### src/rtl/spram_wb_bridge.sv
// Wishbone B4 pipelined slave bridging to a single-port byte-writable RAM.
// Optionally zero-fills the RAM after reset before accepting requests.
`timescale 1ns/1ps
module spram_wb_bridge #(
  parameter int SIZE       = 'h80,
  parameter int ADDR_WIDTH = $clog2(SIZE) - 2,
  parameter bit INIT_ZERO  = 1'b1
) (
  input  logic                  clk,
  input  logic                  rst,
  input  logic                  wb_cyc_i,
  input  logic                  wb_stb_i,
  input  logic                  wb_we_i,
  input  logic [31:0]           wb_adr_i,
  input  logic [3:0]            wb_sel_i,
  input  logic [31:0]           wb_dat_i,
  output logic [31:0]           wb_dat_o,
  output logic                  wb_ack_o,
  output logic                  wb_err_o,
  output logic                  wb_stall_o,
  output logic [ADDR_WIDTH-1:0] ram_addr,
  output logic                  ram_ce,
  output logic [3:0]            ram_we,
  output logic [31:0]           ram_d,
  input  logic [31:0]           ram_q
);

  typedef enum logic [0:0] {ST_INIT = 1'b0, ST_RUN = 1'b1} state_t;

  localparam state_t              RST_STATE = INIT_ZERO ? ST_INIT : ST_RUN;
  localparam logic [ADDR_WIDTH:0] FILL_ONE  = 1;

  state_t                r_state, w_state_nxt;
  logic [ADDR_WIDTH:0]   r_fill, w_fill_nxt;
  logic                  r_stall, w_stall_nxt;
  logic                  r_ram_ce, w_ram_ce_nxt;
  logic [3:0]            r_ram_we, w_ram_we_nxt;
  logic [ADDR_WIDTH-1:0] r_ram_addr, w_ram_addr_nxt;
  logic [31:0]           r_ram_d, w_ram_d_nxt;
  logic                  r_s1_vld, w_s1_vld_nxt;
  logic                  r_s1_err, w_s1_err_nxt;
  logic                  r_s1_rd, w_s1_rd_nxt;
  logic                  r_ack, w_ack_nxt;
  logic                  r_err, w_err_nxt;
  logic                  r_ack_rd, w_ack_rd_nxt;

  logic w_accept;
  logic w_oor;
  logic w_unused_adr;

  assign w_accept     = wb_cyc_i & wb_stb_i & ~r_stall;
  assign w_oor        = |wb_adr_i[31:ADDR_WIDTH+2];
  assign w_unused_adr = ^wb_adr_i[1:0];

  // Dropping wb_cyc_i kills stage 1; its RAM access (if any) is already on the pins.
  always_comb begin
    w_state_nxt    = r_state;
    w_fill_nxt     = r_fill;
    w_stall_nxt    = 1'b0;
    w_ram_ce_nxt   = 1'b0;
    w_ram_we_nxt   = 4'h0;
    w_ram_addr_nxt = r_ram_addr;
    w_ram_d_nxt    = r_ram_d;
    w_s1_vld_nxt   = 1'b0;
    w_s1_err_nxt   = 1'b0;
    w_s1_rd_nxt    = 1'b0;
    w_ack_nxt      = r_s1_vld & ~r_s1_err & wb_cyc_i;
    w_err_nxt      = r_s1_vld & r_s1_err & wb_cyc_i;
    w_ack_rd_nxt   = r_s1_vld & ~r_s1_err & wb_cyc_i & r_s1_rd;
    case (r_state)
      ST_INIT: begin
        if (r_fill[ADDR_WIDTH]) begin
          w_state_nxt = ST_RUN;
        end else begin
          w_stall_nxt    = 1'b1;
          w_ram_ce_nxt   = 1'b1;
          w_ram_we_nxt   = 4'hF;
          w_ram_addr_nxt = r_fill[ADDR_WIDTH-1:0];
          w_ram_d_nxt    = 32'h0;
          w_fill_nxt     = r_fill + FILL_ONE;
        end
      end
      ST_RUN: begin
        if (w_accept) begin
          w_s1_vld_nxt = 1'b1;
          w_s1_err_nxt = w_oor;
          w_s1_rd_nxt  = ~wb_we_i;
          if (!w_oor) begin
            w_ram_ce_nxt   = 1'b1;
            w_ram_we_nxt   = wb_we_i ? wb_sel_i : 4'h0;
            w_ram_addr_nxt = wb_adr_i[ADDR_WIDTH+1:2];
            w_ram_d_nxt    = wb_dat_i;
          end else begin
            w_ram_ce_nxt = 1'b0;
          end
        end else begin
          w_s1_vld_nxt = 1'b0;
        end
      end
      default: begin
        w_state_nxt = RST_STATE;
      end
    endcase
  end

  always_ff @(posedge clk or posedge rst) begin
    if (rst) begin
      r_state    <= RST_STATE;
      r_fill     <= '0;
      r_stall    <= INIT_ZERO;
      r_ram_ce   <= 1'b0;
      r_ram_we   <= 4'h0;
      r_ram_addr <= '0;
      r_ram_d    <= 32'h0;
      r_s1_vld   <= 1'b0;
      r_s1_err   <= 1'b0;
      r_s1_rd    <= 1'b0;
      r_ack      <= 1'b0;
      r_err      <= 1'b0;
      r_ack_rd   <= 1'b0;
    end else begin
      r_state    <= w_state_nxt;
      r_fill     <= w_fill_nxt;
      r_stall    <= w_stall_nxt;
      r_ram_ce   <= w_ram_ce_nxt;
      r_ram_we   <= w_ram_we_nxt;
      r_ram_addr <= w_ram_addr_nxt;
      r_ram_d    <= w_ram_d_nxt;
      r_s1_vld   <= w_s1_vld_nxt;
      r_s1_err   <= w_s1_err_nxt;
      r_s1_rd    <= w_s1_rd_nxt;
      r_ack      <= w_ack_nxt;
      r_err      <= w_err_nxt;
      r_ack_rd   <= w_ack_rd_nxt;
    end
  end

  assign wb_ack_o   = r_ack;
  assign wb_err_o   = r_err;
  assign wb_stall_o = r_stall;
  assign wb_dat_o   = r_ack_rd ? ram_q : 32'h0;
  assign ram_ce     = r_ram_ce;
  assign ram_we     = r_ram_we;
  assign ram_addr   = r_ram_addr;
  assign ram_d      = r_ram_d;

endmodule
### config.mk
export PLATFORM = sky130hd
export DESIGN_NAME = spram_wb_bridge
export DESIGN_NICKNAME = d
export VERILOG_FILES = /design/src/rtl/spram_wb_bridge.sv
export SDC_FILE = /design/constraint.sdc
export NUM_CORES = 1
export LEC_CHECK = 0
export CAP_MARGIN = 0
export CORE_UTILIZATION = 39
export CTS_CLUSTER_SIZE = 12
export DETAILED_ROUTE_END_ITERATION = 6
export PLACE_DENSITY_LB_ADDON = 0.12
export SYNTH_ARGS = -nofsm -noshare
export SYNTH_HDL_FRONTEND = slang
export SYNTH_SLANG_ARGS = --single-unit
### constraint.sdc
create_clock -name clk -period 2.44 [get_ports clk]
set_input_delay 0.366 -clock clk [delete_from_list [all_inputs] [get_ports clk]]
set_output_delay 0.366 -clock clk [all_outputs]
set_load 0.02 [all_outputs]
==> results by group <==
Synth
  • Synthesized area: 2764 sq um
  • Ys flop type: dfrtp_1
  • EDFF count, synth: 0
  • FF+latch count, synth: 56
  • Post-synthesis sequential area ratio: 50.75%
  • Yosys top cell by area: dfrtp_1
  • Yosys warnings: 0
  • Cells after synthesis: ~260
  • Dominant cell by count in the synthesized netlist: dfrtp_1
  • Asr flop ratio synth: 100.0%
  • Mean Syn Cell Area: around 11 sq um
  • Synth area leaders: dfrtp_1 50%, and2_1 7.5%, o221ai_1 6.0%, mux2_2 4.5%, nor4_4 3.8%
  • Synth top area share: between 40% and 50%
  • Post-synth top cells: 55 x dfrtp_1, 33 x and2_1, 21 x nand2_1, 19 x o221ai_1, 15 x clkbuf_1
  • Distinct cells, synth: 33
  • Synth Net Count: 362

GRT
  • Largest net degree at the start of global routing: 45
  • First-pass GRT wire length: around 13 mm
  • GRT Util Overall: a little over a fifth
  • Vias in the first global route: 2548
  • GRT Residual Overflow: 0
  • Initial antenna violation count: 0

STA
  • Final setup violation count: 0
  • Worst slew pin tran: 719.1 ps
  • Max frequency: 0.4640 GHz
  • Minimum clock period: 2155 ps
  • Post-Route Skew: 4.690 ps
  • RSZ-0062 raised after global routing: no
  • Setup_tns: 0 ps
  • Final hold vios: 0
  • Final slew viol count: 0
  • Max transition margin: 52.06%
  • Worst Slack Setup Final: between 200 and 300 ps
  • Final Cycle Share: 88.32%

Die
  • Die height: 86.19 microns
  • Starting Density: around two fifths
  • Core area: 6832 sq um
  • Horiz. Die Dim: ~86 microns
  • Die area: 7428 sq um
  • Row cnt: 30
  • Ports: 182

Clock tree
  • Clock Pin Slew Worst Setup and Hold Paths: around 90 ps
  • Resize count post-CTS: 0
  • Clock buffer count from CTS: 5
  • Hold Buf Count CTS: 0
  • TritonCTS clock tree: done
  • Htree depth: 2
  • Setup Buffers After CTS: 0
  • CTS max path bufs: 2
  • Clock Latency Late Sink: 300 ps
  • CTS sink cnt: 56
  • Root cell of the clock tree: clkbuf_8

Hold path
  • Worst min-delay path class: input port to async pin

Final layout
  • Final core occ: 69.36%
  • Diodes inserted: 0
  • Multi-input gate area: 1196 sq um
  • Layout fillers: 572
  • P&R area growth vs syn: 71.43%
  • Nets: roughly 540
  • Register area: 1403 sq um
  • Final Non-Filler Cells: 528
  • Fraction of layout cells with a size suffix above 1: between 10% and 20%

Routing
  • Vias post-DR: 2577
  • Detail Route Antenna Nets: 0
  • Residual DRC: 0
  • Via density: roughly 4.9
  • WL/cell: about 15 microns
  • Number of DRC markers in iteration 0: 88
  • Drt total wl: between 8 and 9 mm
  • Drt pass-1 iters: 4

Critical path
  • CP required: 2630 ps
  • Crit path arrival time: between 2000 and 2500 ps
  • Startpoint types: input port
  • Worst setup endpoint: ram_addr[3]
  • R2R depth: 3
  • Worst setup EP type: flop
  • Worst reg2reg setup slack: 360 ps
  • Reg2Reg Launch Point: r_fill[5]
  • CP Max Fanout: 13
  • Worst setup path category: input port to flop
  • Worst R2R End: r_fill[1]
  • Crit path from: wb_adr_i[19]

Power and ir drop
  • Tot Pwr: 1.651 mW
  • Combinational group share of total power: between 10% and 20%
  • Leak: 1.983 nW
  • P_int: about 1.3 mW
  • Switching power: between 0.3 and 0.4 mW
  • PwrDens: 348.3 nW/um^2
  • Maximum VDD drop: 243.0 uV
  • Clock Power Share: 29.2%
  • Switching power share of the total: about a fifth
  • Flop pwr share: 56.5%

Place
  • Placed Instances: 520
  • Dpl ws: -11.84 ps
  • GPL Wtd Cong: 0.7198
  • Hpwl dp: 6.160 mm
  • Port bufs: 179

Run
  • Max cap viols: 0

Outcome
  • Status: finished clean
## power by group through the flow
stage	Sequential (mW)	Clock (mW)	Combinational, mW
after detailed placement	0.950	0	0.239
after global routing	0.933	0.555	0.256
after CTS	0.932	0.504	0.240
final	0.932	0.482	0.237
after global placement	0.950	0	0.235
after floorplan	0.951	0	0.0458
## cells by family after synthesis
group                    share of synthesized area, %
buffers and inverters                           5.975
AND/OR/NAND/NOR                                 21.55
flip-flops                                      50.75
multiplexers                                    4.482
adder cells (fa/ha/maj)                        0.4526
AO/OA/AOI/OAI                                   15.53
XOR/XNOR                                        1.267
## layout make-up
| cell class | instances | share of cell area (%) |
|---|---|---|
| tap | 96 | 2.535 |
| sequential | 56 | 29.60 |
| inverter | 16 | 1.267 |
| clock buffer | 6 | 1.532 |
| clock inverter | 2 | 0.2641 |
| multi-input combinational | 162 | 25.24 |
| timing repair buffer | 190 | 39.56 |
## state kept, by name, summed over array words and instances, names as in the netlist
register / cells
r_ack_rd: 1
r_fill: 6
ram_addr: 5
ram_ce: 1
wb_stall_o: 1
r_state: 1
r_s1_rd: 1
wb_ack_o: 1
ram_we: 4
ram_d: 32
r_s1_err: 1
r_s1_vld: 1
wb_err_o: 1
## layer usage
layer  vias to the layer above  GRT usage [%]  share of wire (%)
li1                       1248              -                  -
met3                         8          6.095                8.6
met4                         0          5.152               0.97
met5                         -              0                  0
met2                       111          40.26                 51
met1                      1210          25.00                 39
## per-stage QoR
stage	area [sq um]	hold WS (ps)
after global routing	4738	454.2
final	4738	424.3
after detailed placement	4653	437.6
after floorplan	2764	400.4
after global placement	4653	409.7
after CTS	4738	423.3
## cells in the final DEF, fill, tap and decap left out, drive strengths merged, types with 2 or more instances in the layout
| master | synthesis | final |
|---|---|---|
| a31o | 17 | 17 |
| and2 | 33 | 33 |
| buf | 7 | 11 |
| clkbuf | 15 | 6 |
| clkdlybuf4s50 | 0 | 179 |
| clkinv | 1 | 2 |
| dfrtp | 55 | 55 |
| inv | 15 | 15 |
| mux2 | 11 | 11 |
| nand2 | 21 | 21 |
| nand4 | 4 | 4 |
| nor2 | 6 | 6 |
| nor3 | 14 | 14 |
| nor4 | 5 | 5 |
| o21ai | 20 | 20 |
| o221ai | 19 | 19 |
| or2 | 2 | 2 |
| xnor2 | 4 | 4 |
## critical path, cell delays in order
cell and delay (ps):
clkdlybuf4s50_1 400, nor3_1 370, buf_4 210, nand4_4 100, buf_4 210, o21ai_2 310, mux2_2 380
## worst min path at each step
| stage | from | end | slack [ps] | depth (start not counted) |
|---|---|---|---|---|
| 5_1_grt | rst | ram_d[0] | 450 | 2 |
| 6_report | rst | ram_d[0] | 420 | 2 |
| 2_1_floorplan | r_s1_err | wb_ack_o | 400 | 1 |
| 3_3_place_gp | r_s1_err | wb_ack_o | 410 | 1 |
| 3_5_place_dp | r_s1_rd | r_ack_rd | 440 | 1 |
| 4_1_cts | rst | ram_d[0] | 420 | 2 |
Power figures use the tool's default switching activity.
==> RTL change 1, RTL diff (same settings) <==
Change the parameter `SIZE` from 'h80 to 'h40.
--- a/src/rtl/spram_wb_bridge.sv
+++ b/src/rtl/spram_wb_bridge.sv
@@ -2,7 +2,7 @@
 // Optionally zero-fills the RAM after reset before accepting requests.
 `timescale 1ns/1ps
 module spram_wb_bridge #(
-  parameter int SIZE       = 'h80,
+  parameter int SIZE       = 'h40,
   parameter int ADDR_WIDTH = $clog2(SIZE) - 2,
   parameter bit INIT_ZERO  = 1'b1
 ) (
Ports: changed (resized ram_addr); port bits go from 182 to 181. The function was not compared with the original's and may differ.
==> RTL change 1 against the unedited design <==
  * The run now ends with DRC left
  * Total power shrank 2.2%
  * Sequential cell count shrank 2
  * Setup slack gained 0.13 ns
  * Clock skew grew 0.0024 ns
  * Global-route usage shrank 0.90 points
  * Wire length shrank 5.3%
  * Count of clock-buffer cells in the layout shrank 1
  * Sequential power shrank 3.5%
  * Final area shrank 3.2%
  * Core utilization grew 2.0 points
  * Area after synthesis shrank 4.8%
  * Final cell count shrank 5.5%
==> RTL change 1: results (changes against the unedited design) <==
Synth top cells by count: dfrtp_1 (53), and2_1 (33), nand2_1 (19), inv_1 (17), o221ai_1 (17) (was dfrtp_1 (55), and2_1 (33), nand2_1 (21), o221ai_1 (19), clkbuf_1 (15))
FILL cells: 497 (was 572)
Crit Path Max Fanout: 32 (was 13)
Share of layout cells above drive strength 1: 10.4% (was 11.1%)
Vias per cell: 5.03 (was 4.88)
Failing checks: DRC
Crit path DAT: 1.65 ns (was 2.35 ns)
Max reg flops: 32 (unchanged)
Yosys cell types: 33 (unchanged)
Synth warn: 0 (unchanged)
Row cnt: 29 (was 30)
Clock skew: 0.00712 ns (was 0.00469 ns)
Clock Tree Root: clkbuf_8 (unchanged)
Via count: 2512 (was 2577)
Sequential area share after synthesis: 51.4% (was 50.7%)
EDFF count, synth: 0 (unchanged)
Status: finished with violations (was finished clean)
Post-synthesis async set-or-reset flop share: 100% (unchanged)
Met2 wire length: 3930 um (was 4100 um)
Number of global-route vias before repair: 2386 (was 2548)
Worst slew pin tran: 0.630 ns (was 0.719 ns)
CTS max path bufs: 2 (unchanged)
Router iterations before antenna repair: 6 (was 4)
WL final: 7600 um (was 8020 um)
N_diodes: 0 (unchanged)
Peak VDD IR: 300 uV (was 243 uV)
Gr usage total: 20.9% (was 21.8%)
Synth top area cells: dfrtp_1 (50%), and2_1 (7.8%), o221ai_1 (5.7%), a31o_1 (4.3%), mux2_2 (3.9%) (was dfrtp_1 (50%), and2_1 (7.5%), o221ai_1 (6.0%), mux2_2 (4.5%), nor4_4 (3.8%))
Initial DRC count: 138 (was 88)
Metal3 WL: 639 um (was 692 um)
CTS HTree Levels: 2 (unchanged)
Gpl congestion: 0.738 (was 0.720)
First-pass GRT wire length: 11800 um (was 12700 um)
WL met1: 2960 um (was 3150 um)
Worst-Skew Late Latency: 0.31 ns
Number of port buffers: 178 (was 179)
Largest net degree at the start of global routing: 38 (was 45)
Syn nets: 355 (was 362)
Clk slew on worst S/H paths: 0.10 ns
Final HPWL DP: 5910 um (was 6160 um)
Placed cell count: 492 (was 520)
Count of cells resized by post-cts repair: 0 (unchanged)
Final nets: 528 (was 537)
Syn_area_per_cell: 10.6 sq um (was 10.8 sq um)
Switch share: 21.9% (was 21.4%)
Setup total negative slack: 0 ns (unchanged)
Uppermost routed layer: met4 (unchanged)
Initial antenna violation count: 0 (unchanged)
Residual DRC: 31 (was 0)
Num CTS Buffers: 5 (unchanged)
Lkg Pwr: 1.95 nW (was 1.98 nW)
Hold Path Class: input port to asynchronous set/reset pin (unchanged)
[RTL change 1: cell count changes after synthesis, moves of 2 or more]
| cell | delta |
|---|---|
| inv_1 | +3 |
| nor4_2 | +3 |
| a31o_1 | +2 |
| dfrtp_1 | -2 |
| mux2_2 | -2 |
| nand2_1 | -2 |
| nor4_4 | -2 |
| o221ai_1 | -2 |
[RTL change 1: cell type report]
cell class | count | area [sq um] | share of cell area, %
Timing Repair Buffer | 187 | 1870 | 40.9
Tap cell | 77 | 96.3 | 2.10
Clock buffer | 5 | 68.8 | 1.50
Sequential cell | 54 | 1350 | 29.5
Clock inverter | 2 | 13.8 | 0.300
Multi-Input combinational cell | 155 | 1110 | 24.2
Inverter | 19 | 71.3 | 1.56
[RTL change 1: worst paths after layout]
check                      cells after the start          end  slack [ns]       from
setup reg to reg                               3    r_fill[1]        0.43  r_fill[4]
max in group asynchronous                      3   wb_stall_o        1.55        rst
min in group clk                               1     wb_ack_o        0.43   r_s1_err
hold / removal                                 2    ram_d[27]        0.34        rst
hold reg to reg                                1     wb_ack_o        0.43   r_s1_err
setup / recovery                               3  wb_dat_o[7]        0.42   r_ack_rd
[RTL change 1: cells by family after synthesis]
group	share of synthesized area, %
flops	51.4
buf+inv	6.47
xor+xnor	0.999
fa+ha+maj	0.475
mux	3.85
simple gates	20.9
compound gates	15.9
[RTL change 1: critical path, cell delays in order (launching register included)]
cell             delay [ns]
dfrtp_1                0.33
buf_4                  0.23
and2_1                 0.16
clkdlybuf4s50_1        0.63
[RTL change 1: per-stage QoR]
stage	worst slack (ns)	util, %	cell area [sq um]
2_1_floorplan	0.728	-	2630
3_3_place_gp	0.268	70.1	4500
3_5_place_dp	0.238	70.1	4500
4_1_cts	0.388	71.4	4590
5_1_grt	0.298	71.4	4590
6_report	0.420	71.4	4590
[RTL change 1: power groups by stage]
stage / sequential, mW / clock (mW) / combinational [mW]
floorplan: 0.917 / 0 / 0.0419
global placement: 0.916 / 0 / 0.229
detailed placement: 0.916 / 0 / 0.232
CTS: 0.899 / 0.502 / 0.233
global route: 0.900 / 0.537 / 0.249
finish: 0.899 / 0.486 / 0.231
[RTL change 1: per-layer routing]
| metal | vias up | GRT usage, % |
|---|---|---|
| met4 | 0 | 4.23 |
| met5 | - | 0 |
| met1 | 1184 | 24.5 |
| li1 | 1217 | - |
| met3 | 9 | 6.10 |
| met2 | 102 | 38.2 |
==> RTL change 2, RTL diff (same flow settings) <==
Without the edit above. `r_ram_addr` no longer has a reset.
--- a/src/rtl/spram_wb_bridge.sv
+++ b/src/rtl/spram_wb_bridge.sv
@@ -110,7 +110,6 @@
       r_stall    <= INIT_ZERO;
       r_ram_ce   <= 1'b0;
       r_ram_we   <= 4'h0;
-      r_ram_addr <= '0;
       r_ram_d    <= 32'h0;
       r_s1_vld   <= 1'b0;
       r_s1_err   <= 1'b0;
@@ -124,7 +123,6 @@
       r_stall    <= w_stall_nxt;
       r_ram_ce   <= w_ram_ce_nxt;
       r_ram_we   <= w_ram_we_nxt;
-      r_ram_addr <= w_ram_addr_nxt;
       r_ram_d    <= w_ram_d_nxt;
       r_s1_vld   <= w_s1_vld_nxt;
       r_s1_err   <= w_s1_err_nxt;
@@ -133,6 +131,10 @@
       r_err      <= w_err_nxt;
       r_ack_rd   <= w_ack_rd_nxt;
     end
+  end
+
+  always_ff @(posedge clk) begin
+    r_ram_addr <= w_ram_addr_nxt;
   end
 
   assign wb_ack_o   = r_ack;
Check against the original RTL: differs if rst is asserted again (counterexample within 4 cycles, from zero or initial values and one cycle with rst high); with rst held inactive, the same outputs for 10 cycles.
==> RTL change 2 against the unedited design <==
  * The flow now finishes with violations (DRC)
  * Total power rose by 7.9%
  * Wire length decreased by 1.3%
  * Via count fell by 1.5%
  * Sequential cell count stayed put
  * Critical path depth shrank 5
  * Sequential power grew 1%
  * Area after synthesis down 3.5%
  * Final area fell by 2.6%
  * Setup slack gained 0.094 ns
  * Largest power group unchanged
==> RTL change 2: results (changes against the unedited design) <==
Number of global-route vias before repair: 2506 (was 2548)
Sequential area share after synthesis: 53.5% (was 50.7%)
Status: finished with violations (was finished clean)
Syn_area_per_cell: 10.6 sq um (was 10.8 sq um)
Largest net degree at the start of global routing: 35 (was 45)
Crit path from: r_ack_rd (was wb_adr_i[19])
Syn nets: 358 (was 362)
FILL cells: 514 (was 572)
Residual DRC: 13 (was 0)
Synth top cells by count: dfrtp_1 (50), and2_1 (33), inv_1 (19), nand2_1 (19), nor3_1 (18) (was dfrtp_1 (55), and2_1 (33), nand2_1 (21), o221ai_1 (19), clkbuf_1 (15))
Share of layout cells above drive strength 1: 8.98% (was 11.1%)
Clock skew: 0.0186 ns (was 0.00469 ns)
Peak VDD IR: 374 uV (was 243 uV)
Yosys cell types: 32 (was 33)
Post-synthesis async set-or-reset flop share: 91.1% (was 100%)
Gr usage total: 22.4% (was 21.8%)
Via count: 2538 (was 2577)
Router iterations before antenna repair: 7 (was 4)
First-pass GRT wire length: 12700 um (about the same)
Lkg Pwr: 1.98 nW (about the same)
Synth top area cells: dfrtp_1 (47%), and2_1 (7.7%), edfxtp_1 (5.6%), o221ai_1 (4.9%), a31o_1 (4.3%) (was dfrtp_1 (50%), and2_1 (7.5%), o221ai_1 (6.0%), mux2_2 (4.5%), nor4_4 (3.8%))
Crit path DAT: 1.69 ns (was 2.35 ns)
Max-slew headroom: 60.6% (was 52.1%)
Placed cell count: 492 (was 520)
Failing checks: DRC
RTL change 2: cell count changes in the layout (fill, tap and decap cells not counted), moves of 4 or more:
cell      delta
buf_4        -6
dfrtp_1      -6
edfxtp_1     +5
inv_1        +5
mux2_2       -5
nor3_1       +4
nor4_2       +4
nor4_4       -4
o21ai_0      +7
o21ai_1     -11
o221ai_1     -4
RTL change 2: what timing repair did:
action                                  in CTS  in global routing
gates resized for setup                      0                  1
endpoints found under the setup margin       0                  2
hold buffers                                 0                  0
RTL change 2: cell type report:
cell class	instances	area [sq um]	area share (%)
clock buffer	6	72.6	1.57
clock inverter	2	38.8	0.840
inverter	20	75.1	1.63
multi-input combinational	154	1060	22.9
sequential	56	1430	30.9
tap	77	96.3	2.09
timing repair buffer	185	1850	40.1
RTL change 2: routing by layer:
metal  routed length [um]  global-route usage (%)
met1                 3220                    27.1
met2                 4020                    39.4
met4                   91                    7.24
met5                    0                       0
met3                  582                    5.51
RTL change 2: final timing paths:
| path | slack (ns) | depth (start not counted) | endpoint |
|---|---|---|---|
| worst max-delay path | 0.38 | 2 | wb_dat_o[14] |
| worst min-delay path | 0.42 | 2 | ram_we[3] |
| worst max register to register | 0.39 | 3 | r_fill[1] |
| worst min register to register | 0.43 | 1 | wb_ack_o |
| max in group asynchronous | 1.47 | 3 | ram_d[28] |
| min in group clk | 0.43 | 1 | wb_ack_o |
RTL change 2: per-stage QoR:
stage          util [%]  instance area, sq um  total power [mW]
6_report           71.5                  4620              1.78
5_1_grt            71.5                  4620              1.85
4_1_cts            71.5                  4620              1.80
3_5_place_dp       69.7                  4500              1.19
3_3_place_gp       69.7                  4500              1.19
2_1_floorplan         -                  2670              1.00
RTL change 2: cell families after synthesis:
| kind of cell | count (synthesis) | share of synthesized area (%) |
|---|---|---|
| buf+inv | 42 | 6.85 |
| mux | 6 | 2.53 |
| simple gates | 91 | 20.3 |
| fa+ha+maj | 1 | 0.469 |
| compound gates | 52 | 15.0 |
| xor+xnor | 4 | 1.31 |
| flops | 56 | 53.5 |
RTL change 2: power by group:
group	total, mW	internal, mW	leakage (nW)	switching (mW)
clock network	0.613	0.311	0.0558	0.302
registers	0.944	0.942	0.739	0.00207
logic	0.225	0.163	1.19	0.0617
total	1.78	1.42	1.98	0.366
